**src/rtl/jk_sync_counter.sv**
```systemverilog
// -----------------------------------------------------------------------------
// jk_sync_counter
//
// Synchronous up/down counter built from per-bit JK stages. Each register bit
// follows q[i]+ = (j[i] & ~q[i]) | (~k[i] & q[i]); the J/K drives are computed
// combinationally from the requested operation and exported for observation.
//
// Operation priority per edge: load, then count (en), then hold.
//   load : q <= min(d, MAX); J/K steer each bit straight to the target value.
//   count: q steps up/down by one inside 0..MAX, wrapping at the ends and
//          setting the sticky ovf flag. J = K = bits that must toggle.
//   hold : J = K = 0.
//
// Build option (macro JKC_SATURATE_EN):
//   defined   -> an up step at MAX holds MAX and a down step at 0 holds 0;
//                the saturated step drives J = K = 0 and still sets ovf.
//   undefined -> wrap-around behaviour (default).
//
// Parameters:
//   WIDTH    counter width in bits (default 4)
//   MAX      highest count value, 1 <= MAX <= 2**WIDTH-1 (default 9)
//
// Ports:
//   clk      rising-edge clock
//   reset    asynchronous active-low reset (q = 0, ovf = 0)
//   en       count enable
//   up       direction: 1 = up, 0 = down
//   load     synchronous parallel load request
//   d        load value (clamped to MAX)
//   clr_ovf  synchronous clear of ovf (a simultaneous wrap wins)
//   q        registered count
//   j_vec    per-bit J drive for the next edge (combinational)
//   k_vec    per-bit K drive for the next edge (combinational)
//   tc       terminal count: en & ~load & at the end of the current direction
//   ovf      sticky wrap/overflow flag (registered)
// -----------------------------------------------------------------------------
module jk_sync_counter #(
    parameter int WIDTH = 4,
    parameter int MAX   = 9
) (
    input  logic             clk,
    input  logic             reset,
    input  logic             en,
    input  logic             up,
    input  logic             load,
    input  logic [WIDTH-1:0] d,
    input  logic             clr_ovf,
    output logic [WIDTH-1:0] q,
    output logic [WIDTH-1:0] j_vec,
    output logic [WIDTH-1:0] k_vec,
    output logic             tc,
    output logic             ovf
);

    localparam logic [WIDTH-1:0] MAX_Q = WIDTH'(MAX);
    localparam logic [WIDTH-1:0] ONE_Q = WIDTH'(1);

    logic [WIDTH-1:0] d_eff;
    logic [WIDTH-1:0] cnt_next;
    logic [WIDTH-1:0] q_d;
    logic             at_top;
    logic             at_bot;
    logic             above_max;
    logic             step_ovf;
    logic             set_ovf;
    logic             ovf_d;

    // Count step target. A value above MAX can only appear if MAX is changed
    // underneath a loaded value; it is steered back into range (up -> 0 with
    // ovf, down -> MAX).
    always_comb begin
        at_top    = (q == MAX_Q);
        at_bot    = (q == '0);
        above_max = (q > MAX_Q);
        cnt_next  = q;
        step_ovf  = 1'b0;
        if (up) begin
            if (above_max) begin
                cnt_next = '0;
                step_ovf = 1'b1;
            end else if (at_top) begin
`ifdef JKC_SATURATE_EN
                cnt_next = q;
`else
                cnt_next = '0;
`endif
                step_ovf = 1'b1;
            end else begin
                cnt_next = q + ONE_Q;
            end
        end else begin
            if (above_max) begin
                cnt_next = MAX_Q;
            end else if (at_bot) begin
`ifdef JKC_SATURATE_EN
                cnt_next = q;
`else
                cnt_next = MAX_Q;
`endif
                step_ovf = 1'b1;
            end else begin
                cnt_next = q - ONE_Q;
            end
        end
    end

    // J/K drive selection and next-state evaluation through the JK equation.
    always_comb begin
        d_eff   = (d > MAX_Q) ? MAX_Q : d;
        j_vec   = '0;
        k_vec   = '0;
        set_ovf = 1'b0;
        if (load) begin
            j_vec = d_eff & ~q;
            k_vec = ~d_eff & q;
        end else if (en) begin
            // A saturated step has cnt_next == q, so J = K = 0 falls out here.
            j_vec   = q ^ cnt_next;
            k_vec   = q ^ cnt_next;
            set_ovf = step_ovf;
        end
        tc    = en & ~load & ((up & at_top) | (~up & at_bot));
        q_d   = (j_vec & ~q) | (~k_vec & q);
        ovf_d = set_ovf | (ovf & ~clr_ovf);
    end

    always_ff @(posedge clk or negedge reset) begin
        if (!reset) begin
            q   <= '0;
            ovf <= 1'b0;
        end else begin
            q   <= q_d;
            ovf <= ovf_d;
        end
    end

endmodule

```
**config.mk**
```make
export PLATFORM = sky130hd
export DESIGN_NAME = jk_sync_counter
export DESIGN_NICKNAME = d
export VERILOG_FILES = /design/src/rtl/jk_sync_counter.sv
export SDC_FILE = /design/constraint.sdc
export NUM_CORES = 1
export LEC_CHECK = 0
export BUFFER_PORTS_ARGS = -buffer_cell sky130_fd_sc_hd__buf_2
export CORE_AREA = 3 3 40 42
export DETAILED_ROUTE_END_ITERATION = 16
export DIE_AREA = 0 0 43 45
export GPL_ROUTABILITY_DRIVEN = 0
export PLACE_DENSITY = 0.81
export SYNTH_ARGS = -nofsm -noshare
export SYNTH_HDL_FRONTEND = slang
export SYNTH_SLANG_ARGS = --single-unit
```
**constraint.sdc**
```tcl
create_clock -name clk -period 2.35 [get_ports clk]
set_clock_uncertainty 0.2 [all_clocks]
set_input_delay 0.1175 -clock clk [delete_from_list [all_inputs] [get_ports clk]]
set_output_delay 0.1175 -clock clk [all_outputs]
set_load 0.02 [all_outputs]
```
==> results by group <==
Power
  – Tot Pwr: 489 uW
  – Max IR drop VDD: 0.312 mV
  – Clock Power Share: 21.3%
  – Combinational share of power: 54.0%
  – P_sw: 220 uW
  – Sequential Power Share: 24.7%
  – Static Leakage: 0.000367 uW
  – Switching Share: 45.0%
  – Cell-internal power: 269 uW
  – PwrDens: 588 mW/mm^2

STA
  – Setup violations, final: 0
  – Max-slew violations: 0
  – Final hold vios: 0
  – Setup TNS: 0 ns
  – Tmin final: 2.21 ns
  – Maximum clock rate: 452 MHz
  – Slew @ Worst Pin: 0.446 ns
  – Unrepaired setup endpoints after global routing: false
  – Fin crit share: 94.2%
  – Slew HR: 70.0%

Global routing
  – First-pass GRT wire length: 2870 um
  – Overflow after GRT: 0
  – Initial antenna violation count: 0
  – Pin count of the biggest net entering global routing: 18
  – Total GRT Usage: 19.4%
  – Number of global-route vias before repair: 663

Final layout
  – Multi-input gate area: 450 sq um
  – Filler cells: 111
  – Commonest non-fill, non-tap cell in the layout: buf_2
  – Nets@finish: 128
  – Post-layout util: 64.7%
  – Register area: 125 sq um
  – Most frequent cells in the layout: buf_2, o21ai_0, nor2_1
  – Area growth, synth to finish: 28.7%
  – Post-route cell area: 831 sq um
  – Share of cells above drive strength 1: 30.8%
  – N_diodes: 0

Floorplanning
  – Chip Width: 43 um
  – Number of I/O pins: 24
  – Row cnt: 13
  – Initial Util: 50.2%
  – Core footprint: 0.00128 sq mm
  – Die height: 45 um
  – Die area: 0.00194 sq mm

Clocking
  – Post-CTS Hold Buffers: 5
  – Post-CTS Setup Inserts: 0
  – Post-cts resize count: 0
  – Skew-Pair Late Insertion Delay: 0.25 ns
  – H-tree levels: 1
  – Total CTS buffers: 3
  – CTS tree: yes
  – CTS root buffer: clkbuf_4
  – CTS clk-pin slew, worst paths: 0.05 ns
  – Worst-case clock buffer depth: 2
  – Clock sinks: 5

Route
  – Routed length on met3: 146 um
  – Post-route ant nets: 0
  – Vias per Instance: 5.85
  – Met1 WL: 723 um
  – Top Metal Used: met4
  – Drt first pass iters: 4
  – Met2 WL post-DR: 856 um
  – Residual DRC: 0
  – Final wirelength: 1760 um
  – Avg WL per Cell: 13.3 um
  – Via Count: 772
  – Initial DRC Count: 21

Logic synthesis
  – Count of cell types in the netlist: 34
  – Ys async rst share: 100%
  – Post-Syn Area: 646 sq um
  – Syn avg cell area: 7.02 sq um
  – Mapped Cells: 92
  – Yosys warns: 0
  – Top FF cell, synth: dfrtp_1
  – Synth Net Count: 102
  – Register area share after synthesis: 19.4%
  – FF+latch count, synth: 5
  – Post-synth EDFFs: 0

Critical path
  – WS Path Type: flop to output pin
  – R2r endpoint: q[2]
  – Reg-to-reg slack, setup: 0.47 ns
  – Crit-path max FO: 8
  – Crit path launch type: flop
  – Reg-to-reg startpoint: q[1]
  – Worst path required time: 2.03 ns
  – CP arrival: 1.90 ns
  – R2R depth: 5
  – Worst setup EP type: output pin

Worst hold path
  – Worst hold path type: input pin to asynchronous set/reset pin

Placement
  – Detailed placement HPWL: 1260 um
  – DP Area: 754 sq um
  – IO Port Bufs: 23

Outcome
  – Status: completed

Run
  – Max-cap check violation count: 0
-- synthesized netlist by cell type, drive strengths merged (2+ instances only) --
cell	number	area [sq um]
nor3	5	25.0
inv	4	15.0
xnor2	2	17.5
a211oi	2	15.0
nand3	3	15.0
o21ai	9	45.0
or2	2	12.5
a21oi	6	30.0
o21a	2	15.0
o211ai	2	15.0
clkbuf	4	15.0
nor4	2	12.5
nand2b	4	25.0
dfrtp	5	125
a31o	2	17.5
nand3b	2	15.0
buf	7	41.3
nor2	8	30.0
nand2	5	18.8
o22ai	3	18.8
-- worst max-delay path, cell delays in order (launching register included) --
cell	delay, ns
dfrtp_1	0.46
or3b_1	0.43
a221oi_2	0.25
nor2_1	0.10
o311ai_2	0.21
buf_2	0.20
-- worst max path at each step --
stage,startpoint,to,slack (ns),cells after the start
floorplan,q[0],tc,0.15,3
global placement,q[1],j_vec[1],0.44,5
detailed placement,q[1],j_vec[1],0.40,5
CTS,q[1],j_vec[1],0.13,5
global route,q[1],j_vec[1],0.04,5
finish,q[1],j_vec[1],0.14,5
-- per-layer routing --
metal  track usage (%)  vias to the layer above
met5                 0                        -
met1              23.5                      337
met2              34.4                       43
met4              10.8                        0
met3              1.20                        4
li1                  -                      388
-- layout make-up --
cell class / count / area share (%)
Clock buffer: 4 / 3.16
Inverter: 4 / 1.81
Multi-Input combinational cell: 72 / 54.2
Sequential cell: 5 / 15.1
Tap cell: 15 / 2.26
Timing Repair Buffer: 32 / 23.5
-- power by group through the flow --
stage | logic [uW] | clock network (uW) | registers [uW]
after floorplan | 186 | 0 | 123
after global placement | 251 | 0 | 120
after detailed placement | 254 | 0 | 122
after CTS | 262 | 108 | 120
after global routing | 290 | 112 | 123
final | 264 | 104 | 121
-- registers in the layout, indices dropped and copies added (netlist names) --
name  count
ovf       1
q         4
-- cells by family after synthesis --
| logic type | after synthesis | synth area share (%) |
|---|---|---|
| DFF | 5 | 19.4 |
| xor gates and xnor gates | 3 | 4.07 |
| buffers and inverters | 15 | 11.0 |
| AOI/OAI and AO/OA | 34 | 37.4 |
| and+or+nand+nor | 35 | 28.1 |
-- metrics by stage --
stage / worst slack (ns) / hold slack, ns / cells
2_1_floorplan: 0.147 / -0.378 / 92
3_3_place_gp: 0.444 / -0.267 / 123
3_5_place_dp: 0.403 / -0.262 / 123
4_1_cts: 0.126 / 0.000854 / 132
5_1_grt: 0.0380 / 0.0164 / 132
6_report: 0.135 / 0.0108 / 132
Note: power is estimated with default switching activity, not from simulation.
